## config.mk

```make
export PLATFORM = sky130hd
export DESIGN_NAME = stream_mux_rr_flat
export DESIGN_NICKNAME = d
export VERILOG_FILES = /design/src/rtl/stream_mux_pkg.sv /design/src/rtl/stream_mux_rr_if.sv /design/src/rtl/stream_mux_rr_arbiter.sv /design/src/rtl/stream_mux_rr.sv /design/src/flat_wrapper.sv
export SDC_FILE = /design/constraint.sdc
export NUM_CORES = 1
export LEC_CHECK = 0
export ABC_CLOCK_PERIOD_IN_PS = 5400
export CAP_MARGIN = 20
export CORE_UTILIZATION = 48
export CTS_BUF_LIST = sky130_fd_sc_hd__clkbuf_4
export CTS_CLUSTER_DIAMETER = 120
export DETAILED_ROUTE_END_ITERATION = 8
export GPL_ROUTABILITY_DRIVEN = 0
export PLACE_DENSITY = 0.88
export SYNTH_ARGS = -nofsm -noshare
export SYNTH_HDL_FRONTEND = slang
export SYNTH_SLANG_ARGS = --single-unit
```

## constraint.sdc

```tcl
create_clock -name clk -period 5.4 [get_ports clk]
set_input_delay 0.54 -clock clk [delete_from_list [all_inputs] [get_ports clk]]
set_output_delay 0.54 -clock clk [all_outputs]
set_load 0.03 [all_outputs]
```

## src/rtl/stream_mux_pkg.sv

```systemverilog
// Shared constants and helpers for the round-robin / fixed-priority stream mux.
package stream_mux_pkg;

  localparam int MODE_RR    = 0;
  localparam int MODE_FIXED = 1;

  // Channel-index width; a single channel still needs one bit.
  function automatic int sel_width(input int n);
    return (n > 1) ? $clog2(n) : 1;
  endfunction

endpackage

```

## src/rtl/stream_mux_rr_if.sv

```systemverilog
// Handshake bundle for stream_mux_rr: N producer channels in, one consumer out.
// Optional packet-lock signals exist only when STREAM_MUX_PKT_LOCK_EN is defined.
interface stream_mux_rr_if #(
  parameter int N = 4,
  parameter int W = 8
);
  localparam int SEL_W = stream_mux_pkg::sel_width(N);

  logic [N*W-1:0]   in_data;
  logic [N-1:0]     in_valid;
  logic [N-1:0]     in_ready;
  logic             force_en;
  logic [SEL_W-1:0] force_sel;
  logic [W-1:0]     out_data;
  logic [SEL_W-1:0] out_sel;
  logic             out_valid;
  logic             out_ready;
`ifdef STREAM_MUX_PKT_LOCK_EN
  logic [N-1:0]     in_last;
  logic             out_last;

  modport master (
    output in_data, in_valid, force_en, force_sel, out_ready, in_last,
    input  in_ready, out_data, out_sel, out_valid, out_last
  );
  modport slave (
    input  in_data, in_valid, force_en, force_sel, out_ready, in_last,
    output in_ready, out_data, out_sel, out_valid, out_last
  );
`else
  modport master (
    output in_data, in_valid, force_en, force_sel, out_ready,
    input  in_ready, out_data, out_sel, out_valid
  );
  modport slave (
    input  in_data, in_valid, force_en, force_sel, out_ready,
    output in_ready, out_data, out_sel, out_valid
  );
`endif

endinterface

```

## src/rtl/stream_mux_rr_arbiter.sv

```systemverilog
// Request arbiter for stream_mux_rr: one-hot grant plus index, owns the
// round-robin pointer (MODE_RR) or gives lowest-index priority (MODE_FIXED).
module rr_arbiter
  import stream_mux_pkg::*;
#(
  parameter int  N     = 4,
  parameter int  MODE  = MODE_RR,
  localparam int SEL_W = sel_width(N)
) (
  input  logic             clk,
  input  logic             rst_n,
  input  logic [N-1:0]     req_i,
  input  logic             advance_i,
  input  logic [SEL_W-1:0] adv_idx_i,
  output logic [N-1:0]     grant_o,
  output logic [SEL_W-1:0] idx_o
);

  logic [SEL_W-1:0] ptr_q, ptr_d;

  // Scan all channels starting at the pointer (or at 0), first hit wins.
  always_comb begin
    int   c;
    logic found;
    grant_o = '0;
    idx_o   = '0;
    found   = 1'b0;
    c       = 0;
    for (int k = 0; k < N; k++) begin
      if (MODE == MODE_FIXED) begin
        c = k;
      end else begin
        c = int'(ptr_q) + k;
        if (c >= N) c = c - N;
      end
      if (!found && req_i[c]) begin
        found      = 1'b1;
        grant_o[c] = 1'b1;
        idx_o      = SEL_W'(c);
      end
    end
  end

  always_comb begin
    ptr_d = ptr_q;
    if (MODE == MODE_RR && advance_i) begin
      ptr_d = (int'(adv_idx_i) >= N - 1) ? '0 : adv_idx_i + 1'b1;
    end
  end

  always_ff @(posedge clk or negedge rst_n) begin
    if (!rst_n) ptr_q <= '0;
    else        ptr_q <= ptr_d;
  end

endmodule

```

## src/rtl/stream_mux_rr.sv

```systemverilog
// N-input valid/ready stream mux with registered output and forced-select override.
// Define STREAM_MUX_PKT_LOCK_EN to add in_last/out_last and hold the grant for a whole packet.
module stream_mux_rr
  import stream_mux_pkg::*;
#(
  parameter int N    = 4,
  parameter int W    = 8,
  parameter int MODE = MODE_RR
) (
  input  logic            clk,
  input  logic            rst_n,
  stream_mux_rr_if.slave  bus
);

  localparam int SEL_W = sel_width(N);

  logic [N-1:0]     force_mask, elig, req, grant;
  logic [SEL_W-1:0] gidx;
  logic             load, xfer;

  logic             out_valid_q, out_valid_d;
  logic [W-1:0]     out_data_q,  out_data_d;
  logic [SEL_W-1:0] out_sel_q,   out_sel_d;

  // An out-of-range force_sel matches no channel, so nothing is eligible.
  always_comb begin
    force_mask = '0;
    for (int i = 0; i < N; i++) begin
      if (bus.force_sel == SEL_W'(i)) force_mask[i] = 1'b1;
    end
  end

  assign elig = bus.force_en ? (bus.in_valid & force_mask) : bus.in_valid;

`ifdef STREAM_MUX_PKT_LOCK_EN
  logic             lock_q, lock_d;
  logic [SEL_W-1:0] lock_idx_q, lock_idx_d;
  logic             out_last_q, out_last_d;
  logic [N-1:0]     lock_mask;

  always_comb begin
    lock_mask = '0;
    for (int i = 0; i < N; i++) begin
      if (lock_idx_q == SEL_W'(i)) lock_mask[i] = 1'b1;
    end
  end

  // A packet in flight pins the grant, ignoring arbitration and force.
  assign req = lock_q ? (bus.in_valid & lock_mask) : elig;
`else
  assign req = elig;
`endif

  rr_arbiter #(.N(N), .MODE(MODE)) u_arb (
    .clk       (clk),
    .rst_n     (rst_n),
    .req_i     (req),
    .advance_i (xfer),
    .adv_idx_i (gidx),
    .grant_o   (grant),
    .idx_o     (gidx)
  );

  assign load         = ~out_valid_q | bus.out_ready;
  assign xfer         = load & (|grant);
  assign bus.in_ready = grant & {N{load}};

  always_comb begin
    out_valid_d = out_valid_q;
    out_data_d  = out_data_q;
    out_sel_d   = out_sel_q;
    if (load) out_valid_d = xfer;
    if (xfer) begin
      out_data_d = bus.in_data[int'(gidx)*W +: W];
      out_sel_d  = gidx;
    end
  end

  always_ff @(posedge clk or negedge rst_n) begin
    if (!rst_n) begin
      out_valid_q <= 1'b0;
      out_data_q  <= '0;
      out_sel_q   <= '0;
    end else begin
      out_valid_q <= out_valid_d;
      out_data_q  <= out_data_d;
      out_sel_q   <= out_sel_d;
    end
  end

  assign bus.out_valid = out_valid_q;
  assign bus.out_data  = out_data_q;
  assign bus.out_sel   = out_sel_q;

`ifdef STREAM_MUX_PKT_LOCK_EN
  always_comb begin
    lock_d     = lock_q;
    lock_idx_d = lock_idx_q;
    out_last_d = out_last_q;
    if (xfer) begin
      lock_d     = ~bus.in_last[gidx];
      lock_idx_d = gidx;
      out_last_d = bus.in_last[gidx];
    end
  end

  always_ff @(posedge clk or negedge rst_n) begin
    if (!rst_n) begin
      lock_q     <= 1'b0;
      lock_idx_q <= '0;
      out_last_q <= 1'b0;
    end else begin
      lock_q     <= lock_d;
      lock_idx_q <= lock_idx_d;
      out_last_q <= out_last_d;
    end
  end

  assign bus.out_last = out_last_q;
`endif

endmodule

```

## src/flat_wrapper.sv

```systemverilog
// flat-port wrapper written by rule: the top's interface ports become plain ports
module stream_mux_rr_flat import stream_mux_pkg::*;
#(
  parameter int N    = 4,
  parameter int W    = 8,
  parameter int MODE = MODE_RR
)
  (clk, rst_n, bus_in_data, bus_in_valid, bus_force_en, bus_force_sel, bus_out_ready, bus_in_ready, bus_out_data, bus_out_sel, bus_out_valid);
  stream_mux_rr_if #(.N(N), .W(W)) bus_i ();
  input  logic clk;
  input  logic rst_n;
  input wire logic [$bits(bus_i.in_data)-1:0] bus_in_data;
  input wire logic [$bits(bus_i.in_valid)-1:0] bus_in_valid;
  input wire logic [$bits(bus_i.force_en)-1:0] bus_force_en;
  input wire logic [$bits(bus_i.force_sel)-1:0] bus_force_sel;
  input wire logic [$bits(bus_i.out_ready)-1:0] bus_out_ready;
  output wire logic [$bits(bus_i.in_ready)-1:0] bus_in_ready;
  output wire logic [$bits(bus_i.out_data)-1:0] bus_out_data;
  output wire logic [$bits(bus_i.out_sel)-1:0] bus_out_sel;
  output wire logic [$bits(bus_i.out_valid)-1:0] bus_out_valid;
  assign bus_i.in_data = bus_in_data;
  assign bus_i.in_valid = bus_in_valid;
  assign bus_i.force_en = bus_force_en;
  assign bus_i.force_sel = bus_force_sel;
  assign bus_i.out_ready = bus_out_ready;
  assign bus_in_ready = bus_i.in_ready;
  assign bus_out_data = bus_i.out_data;
  assign bus_out_sel = bus_i.out_sel;
  assign bus_out_valid = bus_i.out_valid;
  stream_mux_rr #(.N(N), .W(W), .MODE(MODE)) u_core (.clk(clk), .rst_n(rst_n), .bus(bus_i));
endmodule
```

### Word level (Yosys, flattened, before mapping)

Cells that the tools add are included.

* register bits after elaboration: 13
* bits in latches: 0
* memory bits (writable): 0
* bits in read-only memories: 0
* bits of input ports: 42
* output and inout port bits: 15
* logic and storage cells: 90
* memories: 0

* $add $sub $neg: 8
* $mul: 0
* divide/modulo/power cells: 0
* magnitude comparators: 13
* equality and inequality tests: 3
* shift operators: 1
* muxes and demuxes: 41
* bitwise gates (word level): 8
* reductions and logical operators: 12

Operators with widths (count)
* 32-bit by 1-bit >= comparator with 1-bit output, second input constant: 4
* 32-bit by 4-bit less-than comparator with 1-bit output, second input constant: 4
* 32-bit 2-to-1 mux: 4
* 32-bit by 6-bit variable part select with 8-bit output: 1
* 4-bit 2-to-1 mux: 5
* 1-bit 2-to-1 mux: 19
* 4-bit bitwise OR: 3
* 3-bit by 3-bit subtractor with 4-bit output, second input constant: 3
* 2-bit 2-to-1 mux: 5
* 3-bit >= comparator, second input constant: 3
* 4-bit bitwise AND: 2
* 1-bit binary-select mux with 2-bit select: 4
* 1-bit demux with 2-bit select: 4
* 1-bit logical AND: 7
* 2-bit by 2-bit adder with 3-bit output, second input constant: 2
* 2-bit equality test, second input constant: 2
* 4-bit OR reduction: 1
* 2-bit by 3-bit subtractor with 4-bit output, second input constant: 1
* 2-bit by 1-bit adder with 3-bit output, second input constant: 1
* 2-bit by 3-bit >= comparator with 1-bit output, second input constant: 1
* 1-bit zero test: 3
* 2-bit by 1-bit adder with 2-bit output, second input constant: 1
* 2-bit by 1-bit equality test with 1-bit output, second input constant: 1
* 2-bit >= comparator, second input constant: 1
* 4 further kinds: 4

### Depth between registers and ports, before layout

Gate-level depths: netlist of the first run.

* depth in word-level cells: 19
* gate-level depth with buffers: 14
* depth with buffers taken out: 11

### Modules after synthesis

Synthesis of the first run repeated with hierarchy kept, for this count alone.

* cell total of the unflattened synthesis: 108
* area total of the unflattened synthesis: 1296.2 sq um

By module, submodules not included
* stream_mux_rr: times used 1, cells each 49, area each 735.7 sq um, sequential area each 275.3 sq um
* rr_arbiter: times used 1, cells each 59, area each 560.5 sq um, sequential area each 50.0 sq um

### Worst setup path before layout of the first run

Ideal clock, no wire load.

* path type: reg2out
* start: reg u_core.u_arb.ptr_q[0]
* end: out bus_in_ready[2]
* arrival: 2.279 ns
* required time: 4.860 ns
* setup slack: 2.581 ns
* stages on the path, launching flop included: 10
* path buffers: 2
* path through: dfrtp_1 > buf_6 > buf_4 > inv_1 > ha_1 > o2111a_1 > a221oi_1 > a22o_2 > a221oi_1 > nor2_1

* cells in the longest elaborated chain, start to end: 16
* elaborated cells on any way between the ends: 64
* classes of those cells: 7 x add/sub; 12 x order compare; 31 x mux; 4 x bitwise; 10 x reduce/logical

Ends and longest elaborated chain
* start: declaration: line stream_mux_rr_arbiter.sv:19 `logic [SEL_W-1:0] ptr_q, ptr_d;`
* start signal: assignment: line stream_mux_rr_arbiter.sv:53 `else ptr_q <= ptr_d;`
* branches (longest 14 deep; another with 32-bit by 1-bit >= comparator with 1-bit output)
* 4-bit 2-to-1 mux (*): line stream_mux_rr_arbiter.sv:36 `if (!found && req_i[c]) begin`
* 4-bit bitwise AND (*): line stream_mux_rr.sv:66 `assign bus.in_ready = grant & {N{load}};`
* end: declaration: line flat_wrapper.sv:17 `output wire logic [$bits(bus_i.in_ready)-1:0] bus_in_ready;`

Every way passes the cells marked *. The select of a mux whose other input is x is not followed.

### Worst setup path in the final report of the first run

Ends and elaborated chain as after synthesis.

==> results of run 1 <==
-- cells by family (layout without fill, tap and decap cells) --
family	Yosys count	count (layout)	synth area share [%]
muxes	40	40	32.29
AOI/OAI and AO/OA	31	31	18.11
and+or+nand+nor	25	25	12.94
DFF	13	13	23.19
buffers and inverters	12	67	5.441
adders and majority gates	9	9	8.029
-- per-layer routing --
metal / vias up / GRT usage, % / wire length [microns]
li1: 613 / - / -
met1: 608 / 25.99 / 1369
met2: 51 / 41.16 / 1683
met3: 2 / 4.651 / 217
met4: 0 / 3.484 / 8
met5: - / 0 / 0
-- power breakdown --
group	internal (mW)	leakage, nW	switching, mW
clock network	0.0275	0.0177	0.0343
registers	0.155	0.152	0.0576
logic	0.568	0.722	0.533
-- worst max-delay path, cell delays in order, from the launching register on --
cell and delay [ns]:
dfrtp_1 0.80, inv_1 0.25, ha_1 0.43, inv_1 0.11
a221oi_1 0.48, a22o_2 0.23, a221oi_1 0.06, nor2_1 0.11
clkdlybuf4s50_1 0.67
-- sequential cells by signal, indices dropped and copies added, names as in the netlist --
signal and flops:
u_core.bus.out_data 8, u_core.u_arb.ptr_q 2, u_core.bus.out_valid 1, u_core.bus.out_sel 2
-- cells in the mapped netlist, types with 3 or more instances --
cell type,n,share of area (%)
buf_2,3,1.1
o211ai_1,3,1.6
mux2_4,10,11
inv_1,5,1.3
nor2_1,5,1.3
mux2i_1,28,20
nand4b_1,3,1.9
o211a_1,3,2.1
a221oi_1,6,3.7
ha_1,9,8.0
dfrtp_1,13,23
a21oi_1,3,1.1
o21ai_0,5,1.8
-- cell type report --
type,instances,share of cell area (%)
clock inverter,1,0.2502
tap,31,1.939
multi-input combinational,105,50.53
sequential,13,16.26
clock buffer,3,1.126
inverter,5,0.9381
timing repair buffer,58,28.96
-- stage by stage --
step	hold WS, ns	cells	worst slack, ns	instance area [sq um]
2_1_floorplan	0.2444	130	2.581	1403
3_3_place_gp	0.4888	211	1.721	1962
3_5_place_dp	0.4926	211	1.605	1962
4_1_cts	0.5189	215	1.461	1989
5_1_grt	0.5468	216	1.156	2001
6_report	0.5162	216	1.450	2001
-- worst min-delay path by stage --
stage | from | endpoint | slack (ns) | depth (start not counted)
after detailed placement | u_core.bus.out_data[1]$_DFFE_PN0P_ | u_core.bus.out_data[1]$_DFFE_PN0P_ | 0.49 | 1
after CTS | u_core.bus.out_data[5]$_DFFE_PN0P_ | u_core.bus.out_data[5]$_DFFE_PN0P_ | 0.52 | 1
final | u_core.bus.out_data[5]$_DFFE_PN0P_ | u_core.bus.out_data[5]$_DFFE_PN0P_ | 0.52 | 1
after global routing | u_core.bus.out_sel[0]$_DFFE_PN0P_ | u_core.bus.out_sel[0]$_DFFE_PN0P_ | 0.55 | 1
after floorplan | rst_n | u_core.bus.out_data[0]$_DFFE_PN0P_ | 0.24 | 0
after global placement | u_core.bus.out_data[5]$_DFFE_PN0P_ | u_core.bus.out_data[5]$_DFFE_PN0P_ | 0.49 | 1
==> results.toml, run 1 <==
[flow_run]
max_cap_viol_count = 0

[finish]
nFillCells = 191
layout_commonest_cell = "clkdlybuf4s50_1"
final_util_pct = 72.55
drive_gt1_share_pct = 15.68
multi_input_area_sq_mm = 0.001011
mostFrequentLayoutCells = "clkdlybuf4s50_1 (56), mux2i_1 (28), dfrtp_1 (13)"
antenna_cells = 0
nets = 237
area_growth_pct = 42.64
seq_area_sq_um = 325.3

[setup_path]
cp-end-kind = "primary output"
reg2reg_slack_ns = 1.97
critPathLaunchType = "register"
r2r_start = "u_core.u_arb.ptr_q[0]$_DFFE_PN0P_"
crit_fanout = 21
cp.required_ns = 4.86
reg2regPathDepth = 9
reg2reg_to = "u_core.bus.out_data[6]$_DFFE_PN0P_"
arrival_ns = 3.41
crit_end = "bus_in_ready[2]"
worstSetupPathType = "register to primary output"
critPathLaunch = "u_core.u_arb.ptr_q[0]$_DFFE_PN0P_"

[sta]
fmax_mhz = 253.2
period_minus_slack_ns = 3.950
finClkSkew_ns = 0.008346
slew_headroom_pct = 53.58
finalHoldViolCount = 0
rsz0062_at_grt = "false"
setup_violations = 0
slew_viol_final = 0
worst_pin_slew_ns = 0.6963
period_share_pct = 73.14
setup-tns-final_ns = 0

[synth]
async_flop_share_pct = 100.0
synth.avg_cell_area_sq_um = 10.79
syn_inst = 130
synthFlopType = "dfrtp_1"
ys_warn_count = 0
synth_seq_area_share_pct = 23.19
synth_edf_count = 0
synth_seq_cells = 13
syn-num-nets = 181
netlist_area_sq_mm = 0.001403
synth_cell_types = 39

[clock_network]
cts.path.max_buffers = 2
cts-root-buf = "clkbuf_4"
path_clk_slew_ns = 0.08
cts_tree = "built"
post_cts_buffers = 0
ctsResizeCount = 0
htreeDepth = 1
ctsHoldBuffers = 0
cts-buffers-inserted = 3
clock-sinks = 13
clk_latency_ns = 0.28

[drt]
drtPass1Iterations = 4
via_count = 1274
post_drt_wl_per_cell_microns = 15.18
post-route-drc-count = 0
routed_via_density = 5.898
dr.first_iter.drc_count = 78
routed_wl_mm = 3.278
ant_nets = 0

[die]
start_util_pct = 50.86
row_count = 19
fp.dieH_microns = 56.06
core_sq_mm = 0.002758
pin_count = 57
dieWidth_microns = 56.06
die_area_sq_mm = 0.003142

[placed_design]
hpwl_mm = 2.577
portBuffers = 56

[hold_path]
hold_path.class = "register to register"

[global_route]
track_usage_pct = 21.99
grt_pass1_wl_mm = 5.651
grt_max_degree = 22
antenna_found_initial = 0
grt_pass1_vias = 1325
grt_remaining_overflow = 0

[power]
leakage_nw = 0.8917
ir_worst_vdd_mv = 0.5285
p_total_mw = 1.375
power_density_mw_per_mm2 = 687.4

[outcome]
run_status = "finished, final reports clean"
No activity file was read; power rests on OpenSTA's default activity.
==> inputs of run 2 (changes only) <==
ABC_CLOCK_PERIOD_IN_PS = 3200   (was 5400)
CORE_UTILIZATION = 40   (was 48)
PLACE_DENSITY = 0.78   (was 0.88)
clock period = 3.2 ns   (was 5.4 ns; I/O delays follow)
==> run 2 against run 1 <==
Effect of this change: critical path depth up 2; sequential power grew 57%; power up 83%; combinational power grew 88%; wire length grew 5.6%; clock-buffer cell count up 1; register-to-register slack got worse by 1.8 ns; design area grew 5.9%; first-iteration DRC count decreased by 29%; critical path type is now register to register.
==> results.toml, run 2 (synthesis results as in run 1) <==
[global_route]
antenna_found_initial = 0
track_usage_pct = 18.47
grt_pass1_vias = 1251
grt_pass1_wl_mm = 5.230
grt_max_degree = 19
grt_remaining_overflow = 0

[sta]
slew_viol_final = 0
slew_headroom_pct = 61.21
finClkSkew_ns = 0.002793
period_share_pct = 94.30
setup_violations = 0
finalHoldViolCount = 0
layout_setup_ws_ns = 0.1824
period_minus_slack_ns = 3.018
fmax_mhz = 331.4
worst_pin_slew_ns = 0.5800
fin_hold_ws_ns = 0.4056
rsz0062_at_grt = "false"

[setup_path]
cp-end-kind = "register"
reg2regPathDepth = 10
cp.required_ns = 3.36
reg2reg_slack_ns = 0.18
critPathLaunchType = "register"
crit_fanout = 13
reg2reg_to = "u_core.bus.out_sel[1]$_DFFE_PN0P_"
r2r_start = "u_core.u_arb.ptr_q[0]$_DFFE_PN0P_"
arrival_ns = 3.18
worstSetupPathType = "register to register"

[clock_network]
cts-buffers-inserted = 3
clk_latency_ns = 0.28
cts-root-buf = "clkbuf_4"
cts_tree = "built"
clock-sinks = 13
cts.path.max_buffers = 2
ctsHoldBuffers = 0
htreeDepth = 1
path_clk_slew_ns = 0.08

[finish]
mostFrequentLayoutCells = "clkdlybuf4s50_1 (52), mux2i_1 (28), buf_4 (16)"
largest_reg_flops = 8
layout_commonest_cell = "clkdlybuf4s50_1"
area_growth_pct = 51.11
drive_gt1_share_pct = 23.35
antenna_cells = 0
nets = 249
final_util_pct = 63.52

[die]
fp.dieH_microns = 61.22
dieWidth_microns = 61.22
row_count = 21
core_sq_mm = 0.003337
start_util_pct = 42.03
die_area_sq_mm = 0.003747
pin_count = 57

[placed_design]
portBuffers = 56
place_ws_ns = -0.09599
hpwl_mm = 2.673

[drt]
post_drt_wl_per_cell_microns = 14.24
drtPass1Iterations = 4
via_count = 1326
routed_via_density = 5.457
dr.first_iter.drc_count = 55
ant_nets = 0
post-route-drc-count = 0
routed_wl_mm = 3.461

[outcome]
run_status = "finished, final reports clean"

[power]
leakage_nw = 0.9624
ir_worst_vdd_mv = 0.6574
power_density_mw_per_mm2 = 1185
p_total_mw = 2.511

[flow_run]
max_cap_viol_count = 0

[hold_path]
hold_path.class = "input pin to asynchronous set/reset pin"
==> run 2: through the flow <==
step | cell area [sq um] | instances | setup TNS (ns)
after global placement | 2038 | 235 | -0.007299
after detailed placement | 2038 | 235 | -0.7041
after CTS | 2068 | 239 | 0
final | 2120 | 243 | 0
after global routing | 2120 | 243 | 0
after floorplan | 1403 | 130 | 0
==> run 2: worst max-delay path, stage by stage, from the launching register on <==
cell,delay (ns)
dfrtp_2,0.52
mux2_4,0.35
a211oi_4,0.34
buf_4,0.17
nor3_2,0.04
o211a_1,0.28
a221oi_1,0.40
nand4_1,0.16
nor2b_4,0.18
buf_4,0.16
mux2_4,0.30
==> run 2: cell type report <==
type	count	area [sq um]
Fill cell	285	1217
Multi-Input combinational cell	105	1011
Timing Repair Buffer	70	675.6
Sequential cell	13	326.6
Tap cell	46	57.56
Clock buffer	4	30.03
Inverter	5	18.77
==> run 2: power by group <==
part           switching [mW]  total [mW]  internal, mW
registers              0.0700       0.333         0.263
clock network          0.0549       0.112        0.0568
logic                   0.975        2.07          1.09
==> run 2: how the worst max path moves through the flow <==
stage	startpoint	endpoint	slack, ns
CTS	u_core.u_arb.ptr_q[0]$_DFFE_PN0P_	u_core.u_arb.ptr_q[1]$_DFFE_PN0P_	0.02
floorplan	u_core.u_arb.ptr_q[0]$_DFFE_PN0P_	u_core.u_arb.ptr_q[1]$_DFFE_PN0P_	0.39
detailed placement	bus_force_sel[1]	u_core.bus.out_data[2]$_DFFE_PN0P_	-0.1
finish	u_core.u_arb.ptr_q[0]$_DFFE_PN0P_	u_core.bus.out_sel[1]$_DFFE_PN0P_	0.18
global placement	bus_in_valid[1]	u_core.u_arb.ptr_q[1]$_DFFE_PN0P_	-0.007
global route	u_core.u_arb.ptr_q[0]$_DFFE_PN0P_	u_core.bus.out_sel[1]$_DFFE_PN0P_	0.04
==> run 2: routing by layer <==
metal / share of wire (%) / GRT usage, % / wire [microns] / up-vias
met5: 0 / 0 / 0 / -
met4: 1.5 / 7.792 / 53 / 0
met3: 5.6 / 2.941 / 194 / 6
met2: 53 / 34.94 / 1826 / 53
met1: 40 / 20.26 / 1387 / 629
li1: - / - / - / 638
==> run 2: repair_timing <==
action                                 CTS  global route
resized for setup                        0             1
buffers inserted                         0             3
endpoints found under the hold margin    0             0
setup endpoints to repair                0            13
==> inputs of run 3 (changes only) <==
CAP_MARGIN = 0   (was 20)
==> run 3 against run 2 <==
Effect of this change: critical path depth did not move; wire length fell by 1.4%; critical endpoint unchanged; non-clock buffer count fell by 1; highest routed layer unchanged; clock power barely moved.
==> results.toml, run 3 (synthesis results as in run 1) <==
[finish]
layout_commonest_cell = "clkdlybuf4s50_1"
nFillCells = 285
largest_reg_flops = 8
area_growth_pct = 50.58
antenna_cells = 0
finalNonFillerCells = 242
mostFrequentLayoutCells = "clkdlybuf4s50_1 (52), mux2i_1 (28), buf_4 (16)"
drive_gt1_share_pct = 22.96
nets = 248

[placed_design]
dpl.cell_count = 235
place_ws_ns = -0.09599
portBuffers = 56
hpwl_mm = 2.673

[sta]
fmax_mhz = 332.6
fin_hold_ws_ns = 0.4048
period_share_pct = 93.97
slew_viol_final = 0
slew_headroom_pct = 54.46
worst_pin_slew_ns = 0.6815
finClkSkew_ns = 0.002439
setup_violations = 0
rsz0062_at_grt = "false"
finalHoldViolCount = 0
period_minus_slack_ns = 3.007
layout_setup_ws_ns = 0.1930

[clock_network]
clock-sinks = 13
cts_tree = "built"
cts-buffers-inserted = 3
clk_latency_ns = 0.28
cts-root-buf = "clkbuf_4"
htreeDepth = 1
ctsHoldBuffers = 0
cts.path.max_buffers = 2
path_clk_slew_ns = 0.08

[die]
dieWidth_microns = 61.22
core_sq_mm = 0.003337
row_count = 21
die_area_sq_mm = 0.003747
start_util_pct = 42.03
pin_count = 57
fp.dieH_microns = 61.22

[hold_path]
hold_path.class = "input pin to asynchronous set/reset pin"

[global_route]
grt_max_degree = 19
grt_remaining_overflow = 0
track_usage_pct = 18.47
grt_pass1_vias = 1251
antenna_found_initial = 0
grt_pass1_wl_mm = 5.230

[flow_run]
max_cap_viol_count = 0

[drt]
dr.first_iter.drc_count = 51
via_count = 1318
routed_via_density = 5.446
post-route-drc-count = 0
post_drt_wl_per_cell_microns = 14.10
routed_wl_mm = 3.412
drtPass1Iterations = 4
ant_nets = 0

[power]
ir_worst_vdd_mv = 0.6583
swShare_pct = 44.02
combPwrFrac_pct = 82.2
leakage_nw = 0.9564
power_density_mw_per_mm2 = 1180
power_frac_seq_pct = 13.3
clkPwrFrac_pct = 4.5
intPower_mw = 1.396
p_switching_mw = 1.097

[setup_path]
cp.required_ns = 3.36
path_cells = "mux2_4 > a211oi_4 > buf_4 > nor3_2 > o211a_1 > a221oi_1 > nand4_1 > nor2b_4 > buf_4 > mux2_4"
cpPeakStageDelay_ns = 0.52
arrival_ns = 3.17
critPathLaunchType = "register"
r2r_start = "u_core.u_arb.ptr_q[0]$_DFFE_PN0P_"
critPathLaunch = "u_core.u_arb.ptr_q[0]$_DFFE_PN0P_"
cp-end-kind = "register"
worstSetupPathType = "register to register"
crit_fanout = 13
reg2regPathDepth = 10
critPathSlowestCell = "dfrtp_2"

[outcome]
run_status = "finished, final reports clean"
## run 3: worst paths after layout
path / endpoint / slack (ns)
hold reg to reg: u_core.bus.out_data[5]$_DFFE_PN0P_ / 0.52
setup / recovery: u_core.bus.out_sel[1]$_DFFE_PN0P_ / 0.19
hold / removal: u_core.bus.out_data[4]$_DFFE_PN0P_ / 0.40
max in group asynchronous: u_core.u_arb.ptr_q[0]$_DFFE_PN0P_ / 2.39
setup reg to reg: u_core.bus.out_sel[1]$_DFFE_PN0P_ / 0.19
min in group clk: u_core.bus.out_data[5]$_DFFE_PN0P_ / 0.52
## run 3: area by class of cell
| class | count | area, sq um | share of cell area [%] |
|---|---|---|---|
| Multi-Input combinational cell | 105 | 1018 | 48.22 |
| Timing Repair Buffer | 69 | 660.6 | 31.28 |
| Sequential cell | 13 | 326.6 | 15.46 |
| Tap cell | 46 | 57.56 | 2.725 |
| Clock buffer | 4 | 30.03 | 1.422 |
| Inverter | 5 | 18.77 | 0.8886 |
## run 3: what timing repair did
item,CTS,global route
gates resized for setup,0,2
setup buffers,0,3
setup endpoints to repair,0,13
## run 3: critical path: cells and delay by family, from the launching register on
family | cells | cell delay (ns)
AND/OR/NAND/NOR | 3 | 0.38
AO/OA/AOI/OAI | 3 | 1.01
multiplexers | 2 | 0.65
buffers and inverters | 2 | 0.33
flip-flops | 1 | 0.52
## run 3: metal layers
layer	vias to the layer above	GRT usage (%)	part of all wire, %
li1	636	-	-
met1	616	20.26	39
met2	58	34.94	52
met3	8	2.941	6.5
met4	0	7.792	2.0
met5	-	0	0
## run 3: through the flow
stage	area (sq um)	setup TNS (ns)	power [mW]	util [%]
global route	2112	0	2.662	63.29
detailed placement	2038	-0.7041	2.256	61.08
global placement	2038	-0.007299	2.195	61.08
finish	2112	0	2.493	63.29
CTS	2068	0	2.380	61.98
floorplan	1403	0	1.805	-
## run 3: power groups by stage
stage          registers (mW)  clock network, mW  logic (mW)
2_1_floorplan           0.459                  0        1.35
3_3_place_gp            0.331                  0        1.86
3_5_place_dp            0.331                  0        1.93
4_1_cts                 0.332              0.115        1.93
5_1_grt                 0.343              0.117        2.20
6_report                0.333              0.112        2.05
